`config.mk`:
```
export PLATFORM = sky130hd
export DESIGN_NAME = uart_rx_os
export DESIGN_NICKNAME = d
export VERILOG_FILES = /design/src/rtl/uart_rx_os_pkg.sv /design/src/rtl/uart_os_tick.sv /design/src/rtl/uart_rx_os.sv
export SDC_FILE = /design/constraint.sdc
export NUM_CORES = 1
export LEC_CHECK = 0
export ABC_AREA = 0
export CAP_MARGIN = 20
export CORE_ASPECT_RATIO = 0.7
export CORE_UTILIZATION = 55
export CTS_CLUSTER_SIZE = 16
export DETAILED_ROUTE_END_ITERATION = 8
export PLACE_DENSITY = 0.84
export SETUP_SLACK_MARGIN = 0.2
export SYNTH_ARGS = -nofsm -noshare
export SYNTH_HDL_FRONTEND = slang
export SYNTH_SLANG_ARGS = --single-unit
```
`constraint.sdc`:
```
create_clock -name clk_i -period 2.4 [get_ports clk_i]
set_clock_uncertainty 0.2 [all_clocks]
set_input_delay 0.48 -clock clk_i [delete_from_list [all_inputs] [get_ports clk_i]]
set_output_delay 0.48 -clock clk_i [all_outputs]
set_load 0.01 [all_outputs]
```
`src/rtl/uart_rx_os_pkg.sv`:
```
// Shared UART parameters, receiver state encoding and bit-divider helper.
// Optional feature macro: UART_RX_PARITY_EN adds the PAR state (frame DATA_W,E,1).
package hive_params;

  localparam int UART_W       = 8;
  localparam int UART_BAUD_HZ = 115200;
  localparam int CORE_HZ      = 160000000;
  localparam int UART_RX_OSR  = 16;

  typedef enum logic [2:0] {
    RX_IDLE  = 3'd0,
    RX_START = 3'd1,
    RX_DATA  = 3'd2,
`ifdef UART_RX_PARITY_EN
    RX_PAR   = 3'd3,
`endif
    RX_STOP  = 3'd4,
    RX_BRK   = 3'd5
  } rx_state_t;

  // Clocks per oversample tick, rounded to nearest and never below one.
  function automatic int uart_div(input int clk_hz, input int baud_hz, input int osr);
    longint den;
    longint q;
    den = longint'(baud_hz) * longint'(osr);
    q   = (longint'(clk_hz) + den / 2) / den;
    return (q < 1) ? 1 : int'(q);
  endfunction

endpackage

```
`src/rtl/uart_os_tick.sv`:
```
// Oversample timebase: integer clock divider feeding a 0..OSR-1 tick counter.
// A synchronous clear re-phases both counters to the start of a bit.
module uart_os_tick #(
  parameter int DIV = 1,
  parameter int OSR = 16
) (
  input  logic                   clk_i,
  input  logic                   rst_i,
  input  logic                   clr_i,
  output logic                   tick_o,
  output logic [$clog2(OSR)-1:0] tick_cnt_o,
  output logic                   bit_end_o
);

  localparam int DW = (DIV > 1) ? $clog2(DIV) : 1;
  localparam int TW = $clog2(OSR);
  localparam logic [DW-1:0] DIV_LAST = DW'(DIV - 1);
  localparam logic [TW-1:0] OSR_LAST = TW'(OSR - 1);

  logic [DW-1:0] r_div;
  logic [TW-1:0] r_tick_cnt;
  logic          w_tick;

  assign w_tick = (r_div == DIV_LAST);

  always_ff @(posedge clk_i) begin
    if (rst_i || clr_i) begin
      r_div      <= '0;
      r_tick_cnt <= '0;
    end else begin
      r_div <= w_tick ? '0 : r_div + 1'b1;
      if (w_tick) begin
        r_tick_cnt <= (r_tick_cnt == OSR_LAST) ? '0 : r_tick_cnt + 1'b1;
      end
    end
  end

  assign tick_o     = w_tick;
  assign tick_cnt_o = r_tick_cnt;
  assign bit_end_o  = w_tick && (r_tick_cnt == OSR_LAST);

endmodule

```
`src/rtl/uart_rx_os.sv`:
```
// Oversampling UART receiver with 3-sample majority voting and write-ready handshake.
// Optional feature macro: UART_RX_PARITY_EN (even parity bit between data and stop).
//
// state    | meaning
// RX_IDLE  | line idle, timebase held cleared, waiting for rx_s low
// RX_START | start bit being qualified
// RX_DATA  | DATA_W data bits shifted in, LSB first
// RX_PAR   | parity bit checked (UART_RX_PARITY_EN only)
// RX_STOP  | stop bit decision, word delivered or dropped
// RX_BRK   | line held low after a framing error, wait for a full high tick
module uart_rx_os
  import hive_params::*;
#(
  parameter int DATA_W  = UART_W,
  parameter int SYNC_W  = 2,
  parameter int CLK_HZ  = CORE_HZ,
  parameter int BAUD_HZ = UART_BAUD_HZ,
  parameter int OSR     = UART_RX_OSR
) (
  input  logic              clk_i,
  input  logic              rst_i,
  input  logic              rx_i,
  input  logic              wr_rdy_i,
  output logic              wr_o,
  output logic [DATA_W-1:0] data_o,
  output logic              line_err_o,
  output logic              wr_err_o
);

  localparam int DIV = uart_div(CLK_HZ, BAUD_HZ, OSR);
  localparam int TW  = $clog2(OSR);
  localparam int IW  = $clog2(DATA_W + 1);
  localparam logic [TW-1:0] T_S0  = TW'(OSR / 2 - 1);
  localparam logic [TW-1:0] T_S1  = TW'(OSR / 2);
  localparam logic [TW-1:0] T_DEC = TW'(OSR / 2 + 1);
  localparam logic [IW-1:0] IDX_LAST = IW'(DATA_W);

  logic [SYNC_W-1:0] r_sync;
  logic              w_rx_s;

  rx_state_t r_state;
  rx_state_t w_state_nxt;

  logic          w_tick;
  logic          w_bit_end;
  logic          w_tick_clr;
  logic [TW-1:0] w_tick_cnt;

  logic r_smp0;
  logic r_smp1;
  logic w_maj;
  logic w_decide;

  logic [DATA_W-1:0] r_shift;
  logic [DATA_W-1:0] r_data;
  logic [IW-1:0]     r_bit_idx;

  logic r_wr;
  logic r_line_err;
  logic r_wr_err;
  logic w_wr_nxt;
  logic w_line_err_nxt;
  logic w_wr_err_nxt;
  logic w_shift_en;
  logic w_idx_clr;

`ifdef UART_RX_PARITY_EN
  logic r_par_err;
  logic w_par_set;
`endif

  // Preset to ones so reset looks like an idle line, not a start bit.
  always_ff @(posedge clk_i) begin
    if (rst_i) begin
      r_sync <= '1;
    end else begin
      r_sync <= {r_sync[SYNC_W-2:0], rx_i};
    end
  end

  assign w_rx_s = r_sync[SYNC_W-1];

  // Timebase stays cleared while idle; in BRK any low sample restarts the tick.
  assign w_tick_clr = (r_state == RX_IDLE) || ((r_state == RX_BRK) && !w_rx_s);

  uart_os_tick #(
    .DIV (DIV),
    .OSR (OSR)
  ) u_tick (
    .clk_i      (clk_i),
    .rst_i      (rst_i),
    .clr_i      (w_tick_clr),
    .tick_o     (w_tick),
    .tick_cnt_o (w_tick_cnt),
    .bit_end_o  (w_bit_end)
  );

  always_ff @(posedge clk_i) begin
    if (rst_i) begin
      r_smp0 <= 1'b0;
      r_smp1 <= 1'b0;
    end else if (w_tick) begin
      if (w_tick_cnt == T_S0) r_smp0 <= w_rx_s;
      if (w_tick_cnt == T_S1) r_smp1 <= w_rx_s;
    end
  end

  assign w_decide = w_tick && (w_tick_cnt == T_DEC);
  assign w_maj    = (r_smp0 & r_smp1) | (r_smp0 & w_rx_s) | (r_smp1 & w_rx_s);

  always_ff @(posedge clk_i) begin
    if (rst_i) begin
      r_state <= RX_IDLE;
    end else begin
      r_state <= w_state_nxt;
    end
  end

  always_comb begin
    w_state_nxt    = r_state;
    w_wr_nxt       = 1'b0;
    w_line_err_nxt = 1'b0;
    w_wr_err_nxt   = 1'b0;
    w_shift_en     = 1'b0;
    w_idx_clr      = 1'b0;
`ifdef UART_RX_PARITY_EN
    w_par_set      = 1'b0;
`endif
    case (r_state)
      RX_IDLE: begin
        if (!w_rx_s) w_state_nxt = RX_START;
      end
      RX_START: begin
        if (w_decide) begin
          if (w_maj) begin
            w_line_err_nxt = 1'b1;
            w_state_nxt    = RX_IDLE;
          end else begin
            w_idx_clr   = 1'b1;
            w_state_nxt = RX_DATA;
          end
        end
      end
      RX_DATA: begin
        w_shift_en = w_decide;
        // Leave at the end of the last data bit so the next decision lands in the next bit.
        if (w_bit_end && (r_bit_idx == IDX_LAST)) begin
`ifdef UART_RX_PARITY_EN
          w_state_nxt = RX_PAR;
`else
          w_state_nxt = RX_STOP;
`endif
        end
      end
`ifdef UART_RX_PARITY_EN
      RX_PAR: begin
        if (w_decide) begin
          w_par_set   = (w_maj != (^r_shift));
          w_state_nxt = RX_STOP;
        end
      end
`endif
      RX_STOP: begin
        if (w_decide) begin
          w_state_nxt = RX_IDLE;
          if (!w_maj) begin
            w_line_err_nxt = 1'b1;
            w_state_nxt    = RX_BRK;
          end
`ifdef UART_RX_PARITY_EN
          else if (r_par_err) begin
            w_line_err_nxt = 1'b1;
          end
`endif
          else if (wr_rdy_i) begin
            w_wr_nxt = 1'b1;
          end else begin
            w_wr_err_nxt = 1'b1;
          end
        end
      end
      RX_BRK: begin
        if (w_tick && w_rx_s) w_state_nxt = RX_IDLE;
      end
      default: begin
        w_state_nxt = RX_IDLE;
      end
    endcase
  end

  always_ff @(posedge clk_i) begin
    if (rst_i) begin
      r_shift    <= '0;
      r_bit_idx  <= '0;
      r_data     <= '0;
      r_wr       <= 1'b0;
      r_line_err <= 1'b0;
      r_wr_err   <= 1'b0;
    end else begin
      r_wr       <= w_wr_nxt;
      r_line_err <= w_line_err_nxt;
      r_wr_err   <= w_wr_err_nxt;
      if (w_wr_nxt) r_data <= r_shift;
      if (w_idx_clr) begin
        r_bit_idx <= '0;
      end else if (w_shift_en) begin
        r_shift   <= {w_maj, r_shift[DATA_W-1:1]};
        r_bit_idx <= r_bit_idx + 1'b1;
      end
    end
  end

`ifdef UART_RX_PARITY_EN
  always_ff @(posedge clk_i) begin
    if (rst_i) begin
      r_par_err <= 1'b0;
    end else if (w_idx_clr) begin
      r_par_err <= 1'b0;
    end else if (w_par_set) begin
      r_par_err <= 1'b1;
    end
  end
`endif

  assign wr_o       = r_wr;
  assign data_o     = r_data;
  assign line_err_o = r_line_err;
  assign wr_err_o   = r_wr_err;

endmodule
```
==> flow_summary_export.csv <==
group,metric,value,unit
layout,syn2layout_area_growth,16.14,%
global_routing,grt-ovfl-total,0,
logic_synthesis,ys_ff_latch,41,
critical_path,rr_worst_depth,5,
clocking,cts_tree,"yes",
critical_path,worst_setup_path_end_kind,"register",
place,finalWeightedCongestion,0.8298,
clocking,path_clk_slew,0.08,ns
critical_path,path_max_fanout,13,
drt,vias_per_cell,5.723,
clocking,cts_buffers,5,
logic_synthesis,syn_inst,205,
logic_synthesis,synth_area,1899,µm²
critical_path,critPathCapture,"r_shift[5]$_SDFFE_PP0P_",
pwr,p_per_area,591.7,nW/µm²
layout,mostFrequentLayoutCell,"dfxtp_1",
logic_synthesis,ys.flop_type,"dfxtp_1",
clocking,cts_hold_buf,0,
die,initial_utilization,59.14,%
critical_path,cp.required,2.39,ns
critical_path,crit_cells,5,
clocking,clk_latency,0.30,ns
drt,first_pass_iters,4,
timing,setup_viol,0,
timing,hold_viol,0,
critical_path,path_cells,"or3b_4 > nor4_4 > buf_4 > mux2i_1 > nor2_1",
critical_path,reg2reg_slack,0.33,ns
die,fp-row-count,17,
clocking,numClockSinks,41,
pwr,p_leak,0.0007604,µW
place,io_buffers,14,
die,die_area,3696,µm²
timing,worst_pin_slew,0.5830,ns
die,ios,15,
global_routing,grt_pass1_wl,6430,µm
critical_path,worstSetupStartpoint,"r_state[2]$_SDFFE_PP0P_",
logic_synthesis,yosysSeqAreaShare,43.21,%
die,die_y,51.17,µm
global_routing,grt_usage,23.54,%
timing,fmax,483.1,MHz
drt,drcViolationCount,0,
global_routing,antenna_found_initial,0,
run,maxCapViolations,0,
layout,num_antenna_cells,0,
critical_path,crit_family,"simple AND/OR/NAND/NOR gates",
clocking,htreeDepth,2,
layout,drive_above_1_share,12.05,%
place,dp_hpwl,2777,µm
critical_path,cp_slowest_cell,"or3b_4",
clocking,cts_root_buf,"clkbuf_8",
drt,detail-route-antenna-nets,0,
global_routing,first_global_vias,1318,
global_routing,grt_use_met2,31.00,%
global_routing,use_met3,5.325,%
logic_synthesis,synth_edf_count,0,
global_routing,gr-max-usage-layer,"met1",
timing,relSlewSlack,60.92,%
die,die_width,72.24,µm
clocking,post_cts_resize_count,0,
logic_synthesis,synth_cell_type_count,48,
critical_path,r2r_start,"r_state[2]$_SDFFE_PP0P_",
logic_synthesis,syn_area_per_cell,9.265,µm²
run_status,status,"completed",
critical_path,startpoint_type,"register",
min_path,hp-class,"reg2reg",
pwr,total_power,1305,µW
global_routing,grt_max_degree,14,
pwr,ir_drop,0.4093,mV
timing,rsz0062_at_grt,"false",
clocking,postCtsSetupBuffers,0,
critical_path,worstSetupPathType,"reg2reg",
critical_path,critPathArrivalTime,2.06,ns
clocking,clockBufferDepth,2,
timing,slew_viol_final,0,
timing,finalCritPeriodShare,86.25,%
drt,routed_wl,3967,µm
critical_path,r2r-end,"r_shift[5]$_SDFFE_PP0P_",
layout,nets,234,
drt,vias,1551,
global_routing,use_met1,35.68,%
drt,initialDrtViolationCount,131,
timing,layout_min_cycle_time,2.070,ns
timing,tns,0,ns
critical_path,slowest_delay,0.46,ns
timing,timing.hold.ws,0.2158,ns
logic_synthesis,synth_nets,216,
critical_path,critical_path_buf_inv_count,1,
logic_synthesis,async_flop_share,0,%
drt,wire_per_inst,14.64,µm
logic_synthesis,yosys_warnings,0,
die,core_area,3212,µm²
layout,layout_common_cells,"dfxtp_1, nor2_1, a21oi_1, clkdlybuf4s50_1, mux2i_1",
## metrics by stage
stage / setup slack (ns) / cells / instance area [µm²] / utilization (%)
2_1_floorplan: 0.4737 / 205 / 1899 / -
3_3_place_gp: 0.4265 / 263 / 2095 / 65.21
3_5_place_dp: 0.3753 / 263 / 2095 / 65.21
4_1_cts: 0.3534 / 271 / 2206 / 68.68
5_1_grt: 0.2534 / 271 / 2206 / 68.68
6_report: 0.3300 / 271 / 2206 / 68.68
## sequential cells by signal (all words and copies together) (netlist names)
register and cells:
line_err_o 1, wr_err_o 1, data_o 8, u_tick.r_div 7, r_shift 8, r_smp0 1
wr_o 1, r_bit_idx 4, r_sync 2, r_state 3, r_smp1 1, u_tick.tick_cnt_o 4
## synthesized netlist by cell type (4+ instances only)
cell type / n / share of area, %
nand3_1: 7 / 1.8
nand4_1: 10 / 3.3
xnor2_1: 4 / 1.8
mux2i_1: 12 / 6.3
nor2_1: 30 / 5.9
a21oi_1: 14 / 3.7
nand3b_1: 4 / 1.6
or2_2: 4 / 1.3
inv_1: 5 / 0.99
clkbuf_1: 6 / 1.2
dfxtp_1: 41 / 43
nor3_1: 4 / 1.1
ha_1: 7 / 4.6
nand2_1: 5 / 0.99
o21ai_0: 9 / 2.4
## layer usage
| layer | vias up | share of wire (%) |
|---|---|---|
| met1 | 723 | 54 |
| met5 | - | 0 |
| li1 | 772 | - |
| met4 | 0 | 1.6 |
| met2 | 48 | 39 |
| met3 | 8 | 5.8 |
## worst min path at each step
stage                            to  slack, ns  cells past startpoint                  from
6_report       r_sync[1]$_SDFF_PP1_       0.22                      1  r_sync[0]$_SDFF_PP1_
5_1_grt        r_sync[1]$_SDFF_PP1_       0.24                      1  r_sync[0]$_SDFF_PP1_
4_1_cts        r_sync[1]$_SDFF_PP1_       0.22                      1  r_sync[0]$_SDFF_PP1_
3_5_place_dp   r_sync[1]$_SDFF_PP1_       0.20                      1  r_sync[0]$_SDFF_PP1_
3_3_place_gp   r_sync[1]$_SDFF_PP1_       0.20                      1  r_sync[0]$_SDFF_PP1_
2_1_floorplan  r_sync[1]$_SDFF_PP1_       0.19                      1  r_sync[0]$_SDFF_PP1_
## cell families after synthesis
family / count (synthesis) / synth area share [%]
compound gates: 37 / 11.86
xor+xnor: 7 / 3.228
fa+ha+maj: 8 / 5.138
buf+inv: 14 / 3.557
flops: 41 / 43.21
mux: 13 / 6.917
simple gates: 85 / 26.09
## cell type report
class                      instances  area (µm²)
multi-input combinational        150        1011
inverter                           5       18.77
fill                             257        1006
clock buffer                       6       72.57
timing repair buffer              20       185.2
clock inverter                     2       38.79
tap                               47       58.81
sequential                        41       820.8
## power by group
part / switching (µW) / leakage [µW] / internal, µW
Clock: 247 / 0.0000554 / 312
Combinational: 29.3 / 0.000374 / 23.3
Sequential: 8.40 / 0.000331 / 685
Power figures use the tool's default switching activity.
